==> src/rtl/gcd_arbiter.sv <==
// Round-robin arbiter sharing a single GCD engine between N clients.
// One job in flight; Complete is edge-detected and guarded by a watchdog.
module gcd_arbiter #(
    parameter int unsigned N    = 4,
    parameter int unsigned DW   = 16,
    parameter int unsigned TO_W = 20
) (
    input  logic              clk,
    input  logic              rst_n,
    input  logic [N-1:0]      req_i,
    input  logic [N*DW-1:0]   a_i,
    input  logic [N*DW-1:0]   b_i,
    output logic [N-1:0]      done_o,
    output logic              err_o,
    output logic [DW-1:0]     result_o,
    output logic [N-1:0]      grant_o,
    output logic              busy_o,
    output logic              eng_begin,
    output logic [DW-1:0]     eng_a,
    output logic [DW-1:0]     eng_b,
    input  logic              eng_complete,
    input  logic [DW-1:0]     eng_gcd
);

    localparam int unsigned PW = (N > 1) ? $clog2(N) : 1;
    localparam logic [TO_W-1:0] WD_LAST = {{(TO_W-1){1'b1}}, 1'b0};

    typedef enum logic [1:0] {IDLE, ISSUE, WAIT, RESP} state_t;

    state_t          state_q, state_d;
    logic [PW-1:0]   ptr_q, ptr_d;
    logic [PW-1:0]   own_q, own_d;
    logic [TO_W-1:0] wd_q, wd_d;
    logic            cmp_q;

    logic [N-1:0]    done_d, grant_d;
    logic            err_d, busy_d, eng_begin_d;
    logic [DW-1:0]   result_d, eng_a_d, eng_b_d;

    logic            win_found;
    logic [PW-1:0]   win_idx;
    logic [PW-1:0]   cand;
    logic            cmp_rise;
    logic            wd_expire;

    assign cmp_rise  = eng_complete & ~cmp_q;
    assign wd_expire = (wd_q == WD_LAST);

    // Rotating priority search starting at the pointer.
    always_comb begin
        win_found = 1'b0;
        win_idx   = '0;
        cand      = '0;
        for (int unsigned i = 0; i < N; i++) begin
            cand = PW'((32'(ptr_q) + i) % N);
            if (!win_found && req_i[cand]) begin
                win_found = 1'b1;
                win_idx   = cand;
            end
        end
    end

    // State and output registers.
    always_ff @(posedge clk or negedge rst_n) begin
        if (!rst_n) begin
            state_q   <= IDLE;
            ptr_q     <= '0;
            own_q     <= '0;
            wd_q      <= '0;
            cmp_q     <= 1'b0;
            done_o    <= '0;
            err_o     <= 1'b0;
            result_o  <= '0;
            grant_o   <= '0;
            busy_o    <= 1'b0;
            eng_begin <= 1'b0;
            eng_a     <= '0;
            eng_b     <= '0;
        end else begin
            state_q   <= state_d;
            ptr_q     <= ptr_d;
            own_q     <= own_d;
            wd_q      <= wd_d;
            cmp_q     <= eng_complete;
            done_o    <= done_d;
            err_o     <= err_d;
            result_o  <= result_d;
            grant_o   <= grant_d;
            busy_o    <= busy_d;
            eng_begin <= eng_begin_d;
            eng_a     <= eng_a_d;
            eng_b     <= eng_b_d;
        end
    end

    // Next-state logic.
    always_comb begin
        state_d = state_q;
        case (state_q)
            IDLE:    if (win_found) state_d = ISSUE;
            ISSUE:   state_d = WAIT;
            WAIT:    if (cmp_rise || wd_expire) state_d = RESP;
            RESP:    state_d = IDLE;
            default: state_d = IDLE;
        endcase
    end

    // Next values of the registered outputs and datapath state.
    always_comb begin
        ptr_d       = ptr_q;
        own_d       = own_q;
        wd_d        = wd_q;
        grant_d     = grant_o;
        result_d    = result_o;
        eng_a_d     = eng_a;
        eng_b_d     = eng_b;
        done_d      = '0;
        err_d       = 1'b0;
        eng_begin_d = 1'b0;
        busy_d      = (state_d != IDLE);
        case (state_q)
            IDLE: begin
                if (win_found) begin
                    own_d       = win_idx;
                    grant_d     = N'(1) << win_idx;
                    eng_a_d     = a_i[32'(win_idx) * DW +: DW];
                    eng_b_d     = b_i[32'(win_idx) * DW +: DW];
                    wd_d        = '0;
                    eng_begin_d = 1'b1;
                end
            end
            ISSUE: wd_d = '0;
            WAIT: begin
                if (wd_q != '1) wd_d = wd_q + TO_W'(1);
                if (cmp_rise) begin
                    result_d = eng_gcd;
                    done_d   = grant_o;
                end else if (wd_expire) begin
                    result_d = '0;
                    err_d    = 1'b1;
                    done_d   = grant_o;
                end
            end
            RESP: begin
                grant_d = '0;
                ptr_d   = PW'((32'(own_q) + 1) % N);
            end
            default: ;
        endcase
    end

endmodule

==> config.mk <==
export PLATFORM = sky130hd
export DESIGN_NAME = gcd_arbiter
export DESIGN_NICKNAME = d
export VERILOG_FILES = /design/src/rtl/gcd_arbiter.sv
export SDC_FILE = /design/constraint.sdc
export NUM_CORES = 1
export LEC_CHECK = 0
export ABC_AREA = 0
export CORE_MARGIN = 8
export CORE_UTILIZATION = 25
export DETAILED_ROUTE_END_ITERATION = 16
export PLACE_DENSITY = 0.65
export SYNTH_ARGS = -nofsm -noshare
export SYNTH_HDL_FRONTEND = slang
export SYNTH_SLANG_ARGS = --single-unit
==> constraint.sdc <==
create_clock -name clk -period 3.78 [get_ports clk]
set_input_delay 0.756 -clock clk [delete_from_list [all_inputs] [get_ports clk]]
set_output_delay 0.756 -clock clk [all_outputs]
set_load 0.005 [all_outputs]
# Word level (Yosys, flattened, before mapping)
# Cells that the tools add are included.
# word_totals
wordCells	84
ram_bits	0
mem_bits_ro	0
output_inout_bits	59
memories	0
reg_bits	86
latch_bits	0
# classes
eq_ne	7
div	0
magnitude_cmp	4
shifts	3
n_mux	34
multipliers	0
bitwise	2
n_addsub	5
n_reduce_logical	16
# ops
operator	count
64-bit by 7-bit indexed part select with 16-bit output	2
20-bit one-hot mux with 3 select lines	1
20-bit 2-to-1 mux	2
16-bit 2-to-1 mux	2
20-bit by 1-bit adder with 20-bit output (second input constant)	1
20-bit equality test (second input constant)	1
20-bit inequality test (second input constant)	1
4-bit 2-to-1 mux	4
1-bit 2-to-1 mux	13
2-bit by 3-bit < comparator with 1-bit output (second input constant)	4
2-bit 2-to-1 mux	6
1-bit binary-select mux with 2-bit select	4
2-bit one-hot mux with 4 select lines	1
4-bit one-hot mux with 2 select lines	1
2-bit AND reduction	3
2-bit nonzero test	3
2-bit by 1-bit adder with 2-bit output (second input constant)	2
2-bit adder (second input constant)	2
2-bit equality test (second input constant)	2
2-bit inequality test (second input constant)	2
1-bit by 2-bit left shift with 4-bit output (first input constant)	1
1-bit logical AND	3
1-bit logical NOT	3
3-bit AND reduction	1
other kinds (6)	6

# Logic depth before layout (Yosys ltp)
# logic_depth
word_depth	15
depth_mapped	9

# Worst setup path after synthesis
# OpenSTA, ideal clock, no wires.
# synth_path
path_kind	input port to flip-flop
start	in req_i[2]
end	reg eng_a[15]
setup_slack_ns	1.553
setup_time_ns	0.086
stages	7
arrival_ns	2.141
required_time_ns	3.694
path_cell_list	nor4_2 nor2b_1 clkbuf_1 a21bo_2 buf_2 a211oi_1 nor3_1
# synth_via
elab_chain_len	13
word_cells_on_any_way	24
# synth_rtl
item	line_no	text
start: declaration	10	input logic [N-1:0] req_i,
1-bit binary-select mux with 2-bit select	56	if (!win_found && req_i[cand]) begin
1-bit 2-to-1 mux (not written as such)	56	
1-bit 2-to-1 mux	56	
1-bit logical NOT	56	
1-bit logical AND	56	
1-bit 2-to-1 mux	56	
1-bit logical NOT	56	
1-bit logical AND	56	
1-bit 2-to-1 mux	56	
1-bit logical NOT	56	
1-bit logical AND	56	
2-bit 2-to-1 mux or 1-bit 2-to-1 mux (tied branches)	56	
64-bit by 7-bit indexed part select with 16-bit output or 2-bit AND reduction (tied branches)	n/a	
end signal: assignment	91	eng_a <= eng_a_d;
end: declaration	19	output logic [DW-1:0] eng_a,
# Several ways; a longest one is shown, not always the timed one. The select of a mux whose other input is x is not followed.
# A chain may end at the register's enable or synchronous reset.

# Final worst setup path
# layout_path
start	in req_i[0]
end	reg eng_a[7]
# The elaborated chain is that of the path after synthesis.

==> summary by stage <==
Min path
The worst hold path belongs to the class flip-flop to flip-flop. Along the worst hold path, the cell count comes to 1. The worst hold path begins at wd_q[10]. The endpoint with the worst hold slack is wd_q[10].

Global routing
The number of antenna violations at the first check in global routing is 0. The combined global-route utilization of all metal layers is 14.1%. The total overflow left after global routing is 0. The via count of the first global-routing pass is 4671. Entering global routing, the biggest net connects 76 pins. The first global-routing pass estimated 25400 microns of wire.

Setup path
Among cell families on the critical path, the largest total delay comes from simple AND/OR/NAND/NOR gates. The worst register-to-register path has a depth of 7. The maximum fanout along the worst path is 37. The type of the setup path with the least slack is input pin to flip-flop. The worst reg2reg path startpoint is state_q[0]. The cell with the largest stage delay on the worst path is sky130_fd_sc_hd__nor2b_4. The maximum single-stage delay on the critical path is 0.68 ns. The startpoint of the most critical setup path is req_i[0]. The required time at the endpoint of the critical path is 4.00 ns.

The worst register-to-register path ends at eng_a[7]. Counting both buffers and inverters, the worst setup path holds a total of 2. STA classifies the critical path startpoint as an input pin.

Data on the critical path arrives at its endpoint at 3.03 ns. The endpoint kind of the worst setup timing path is a flip-flop. The flop-to-flop setup slack is 1.00 ns.

Traced cell by cell, the critical path runs through clkdlybuf4s50_1 > nor4_2 > nor2b_4 > a21bo_2 > buf_4 > a211oi_1 > nor3_1.

Clocking
The cell sitting at the root of the clock tree is a sky130_fd_sc_hd__clkbuf_16. The TritonCTS clock tree is built. The number of sinks on the clock net is 86. The count of buffers added by post-CTS timing repair for setup is 0.

The H-tree generated during clock tree synthesis spans 3 levels. Gates resized during post-CTS repair numbered 0. The number of CTS-inserted buffers is 9. Clock latency on the worst-skew pair, taken at its later pin, is 0.34 ns. Clock-pin slew was measured on the worst setup and hold paths at 0.07 ns. The buffer depth of the longest clock path is 2. For this design, the CTS-stage hold fixing added 0 buffers.

STA
The final setup violation count is 0. The final critical-path required period is 2.80 ns. The slew of the pin with the lowest slew margin is 0.973 ns. Clock skew on the completed layout was measured at 0.00851 ns. The final hold violation count came to 0.

The summed negative setup slack over all endpoints is 0 ns. The final hold slack is 0.487 ns. Derived from the worst setup path, the maximum achievable clock frequency is 0.357 GHz.

Setup repair after global routing left no endpoint under its margin. The headroom to the max-slew limit is 35.1%. The count of final max-slew check failures was 0.

The post-route fraction of the period consumed by the critical path is 74.2%.

Synthesis
In the synthesized netlist the async set-or-reset flop fraction comes to 100%. The most instantiated flip-flop cell in the synthesis netlist is sky130_fd_sc_hd__dfrtp_1. The count of warnings emitted by yosys is 0. The synthesized design contains 86 register bits. Yosys mapped a number of flops with a built-in enable equal to 0. In this run the cell area of the synthesized design comes to 4590 sq um. Of the synthesized area, sequential elements account for 46.9%.

The number of standard cells after synthesis is 495. The post-synthesis cell type count is 46. The post-synth net total is 652.

Averaged over all synthesized cells, the footprint is 9.28 sq um.

Routing
The remaining antenna violation count is 0. For this run, the detailed router's first-pass iteration total came to 4. Summed over all layers, the routed wires come to 16500 microns.

After detailed routing, the number of remaining DRC violations is 0. The number of DRC violations after detailed-routing iteration 0 is 225. The wire length per cell after detailed routing is 17.8 microns.

The detail-routed via count per cell is 4.91. The via count of the routed design is 4547.

Layout
The count of nets after finishing is 848. Leaving out fill and tap cells, the most frequent cell in the layout is sky130_fd_sc_hd__clkdlybuf4s50_1. The area overhead of the layout relative to synthesis is 57.6%. The fraction of final layout cells with drive strength greater than 1 is 6.75%. The top cell types in the final layout, fill and taps aside, are sky130_fd_sc_hd__clkdlybuf4s50_1, sky130_fd_sc_hd__dfrtp_1, sky130_fd_sc_hd__and3_1.

Floorplan
The row count is 49. The width of the die is 152 microns. From bottom edge to top edge, the die measures 152 microns.

Once the floorplan was initialized, standard cells occupied 25.5% of the core. In this run the count of I/O pins placed on the die edge is 210. The total die area is 23000 sq um.

The total area inside the core boundary comes to 18000 sq um.

Placed design
The final weighted congestion of routability-driven global placement is 0.805. Once detailed placement completed, the half-perimeter wirelength came to 12300 microns. Input and output buffers added on the ports amount to 209.

Pwr
Power spread over the standard cell area amounts to 637 nW/um^2. The peak supply drop is 0.389 mV. The analysis attributes to cell leakage a power of 0.00294 uW.

Status
The run finished with clean final reports.

Flow run
Max-cap violations in this run came to 0.
-- Yosys cell counts, types with 3 or more instances --
| cell | n | share of area [%] |
|---|---|---|
| sky130_fd_sc_hd__dfrtp_1 | 86 | 47 |
| sky130_fd_sc_hd__buf_2 | 7 | 0.76 |
| sky130_fd_sc_hd__a211oi_1 | 64 | 10 |
| sky130_fd_sc_hd__inv_1 | 9 | 0.74 |
| sky130_fd_sc_hd__nor4_1 | 4 | 0.54 |
| sky130_fd_sc_hd__nor2b_1 | 6 | 0.82 |
| sky130_fd_sc_hd__nor2_1 | 50 | 4.1 |
| sky130_fd_sc_hd__o21ai_0 | 17 | 1.9 |
| sky130_fd_sc_hd__nand4_1 | 4 | 0.54 |
| sky130_fd_sc_hd__or3_1 | 5 | 0.68 |
| sky130_fd_sc_hd__nand3_1 | 12 | 1.3 |
| sky130_fd_sc_hd__xnor2_1 | 5 | 0.95 |
| sky130_fd_sc_hd__ha_1 | 6 | 1.6 |
| sky130_fd_sc_hd__and2_1 | 3 | 0.41 |
| sky130_fd_sc_hd__nor3_1 | 33 | 3.6 |
| sky130_fd_sc_hd__clkbuf_1 | 31 | 2.5 |
| sky130_fd_sc_hd__a21oi_1 | 11 | 1.2 |
| sky130_fd_sc_hd__o31ai_1 | 8 | 1.3 |
| sky130_fd_sc_hd__and3_1 | 66 | 9.0 |
| sky130_fd_sc_hd__nand2_1 | 16 | 1.3 |
| sky130_fd_sc_hd__a22o_1 | 16 | 3.1 |
| sky130_fd_sc_hd__a31oi_1 | 4 | 0.54 |
-- per-stage QoR --
| stage | setup WS, ns | area, sq um | utilization [%] | power (uW) | instances |
|---|---|---|---|---|---|
| 5_1_grt | 0.777 | 7240 | 40.1 | 4970 | 925 |
| 3_5_place_dp | 0.541 | 6940 | 38.5 | 3810 | 909 |
| 6_report | 0.976 | 7240 | 40.2 | 4610 | 926 |
| 2_1_floorplan | 1.55 | 4590 | - | 2630 | 495 |
| 4_1_cts | 0.902 | 7240 | 40.1 | 4700 | 925 |
| 3_3_place_gp | 0.628 | 6940 | 38.5 | 3770 | 909 |
-- metal layers --
metal,part of all wire [%],GRT usage (%),wire length (microns)
met1,41,16.5,6740
met2,48,22.8,7870
met3,9.8,6.24,1620
met4,1.7,4.21,278
met5,0,0,0
-- cells by family (layout without fill, tap and decap cells) --
group,Yosys count,count (layout),share of synthesized area [%]
flip-flops,86,86,46.9
AND/OR/NAND/NOR,209,209,24.1
XOR/XNOR,5,5,0.953
buffers and inverters,49,250,4.19
adder cells (fa/ha/maj),6,6,1.63
multiplexers,3,3,0.681
other,0,1,0
AO/OA/AOI/OAI,137,137,21.6
-- registers in the layout, summed over array words and instances, names as in the netlist, 2 cells and up --
register  flops
wd_q         20
eng_a        16
eng_b        16
result_o     16
done_o        4
grant_o       4
own_q         2
ptr_q         2
state_q       2
-- layout make-up --
cell class / instances / area (sq um)
antenna: 1 / 2.50
clock buffer: 10 / 239
clock inverter: 6 / 53.8
fill: 1805 / 10800
inverter: 10 / 37.5
multi-input combinational: 360 / 2270
sequential: 86 / 2150
tap: 229 / 287
timing repair buffer: 224 / 2200
-- power by group --
part           leakage (uW)  switching, uW  internal, uW  total, uW
sequential          0.00106            219          1260       1480
combinational       0.00174           1090          1190       2270
clock              0.000141            387           474        861
-- worst max-delay path by stage --
stage	endpoint	slack (ns)	depth (start not counted)
floorplan	eng_a[15]	1.55	7
CTS	eng_a[7]	0.90	7
global placement	eng_a[7]	0.63	7
detailed placement	eng_a[7]	0.54	7
global route	eng_a[13]	0.78	7
finish	eng_a[7]	0.98	7
(Power assumes the default switching activity.)
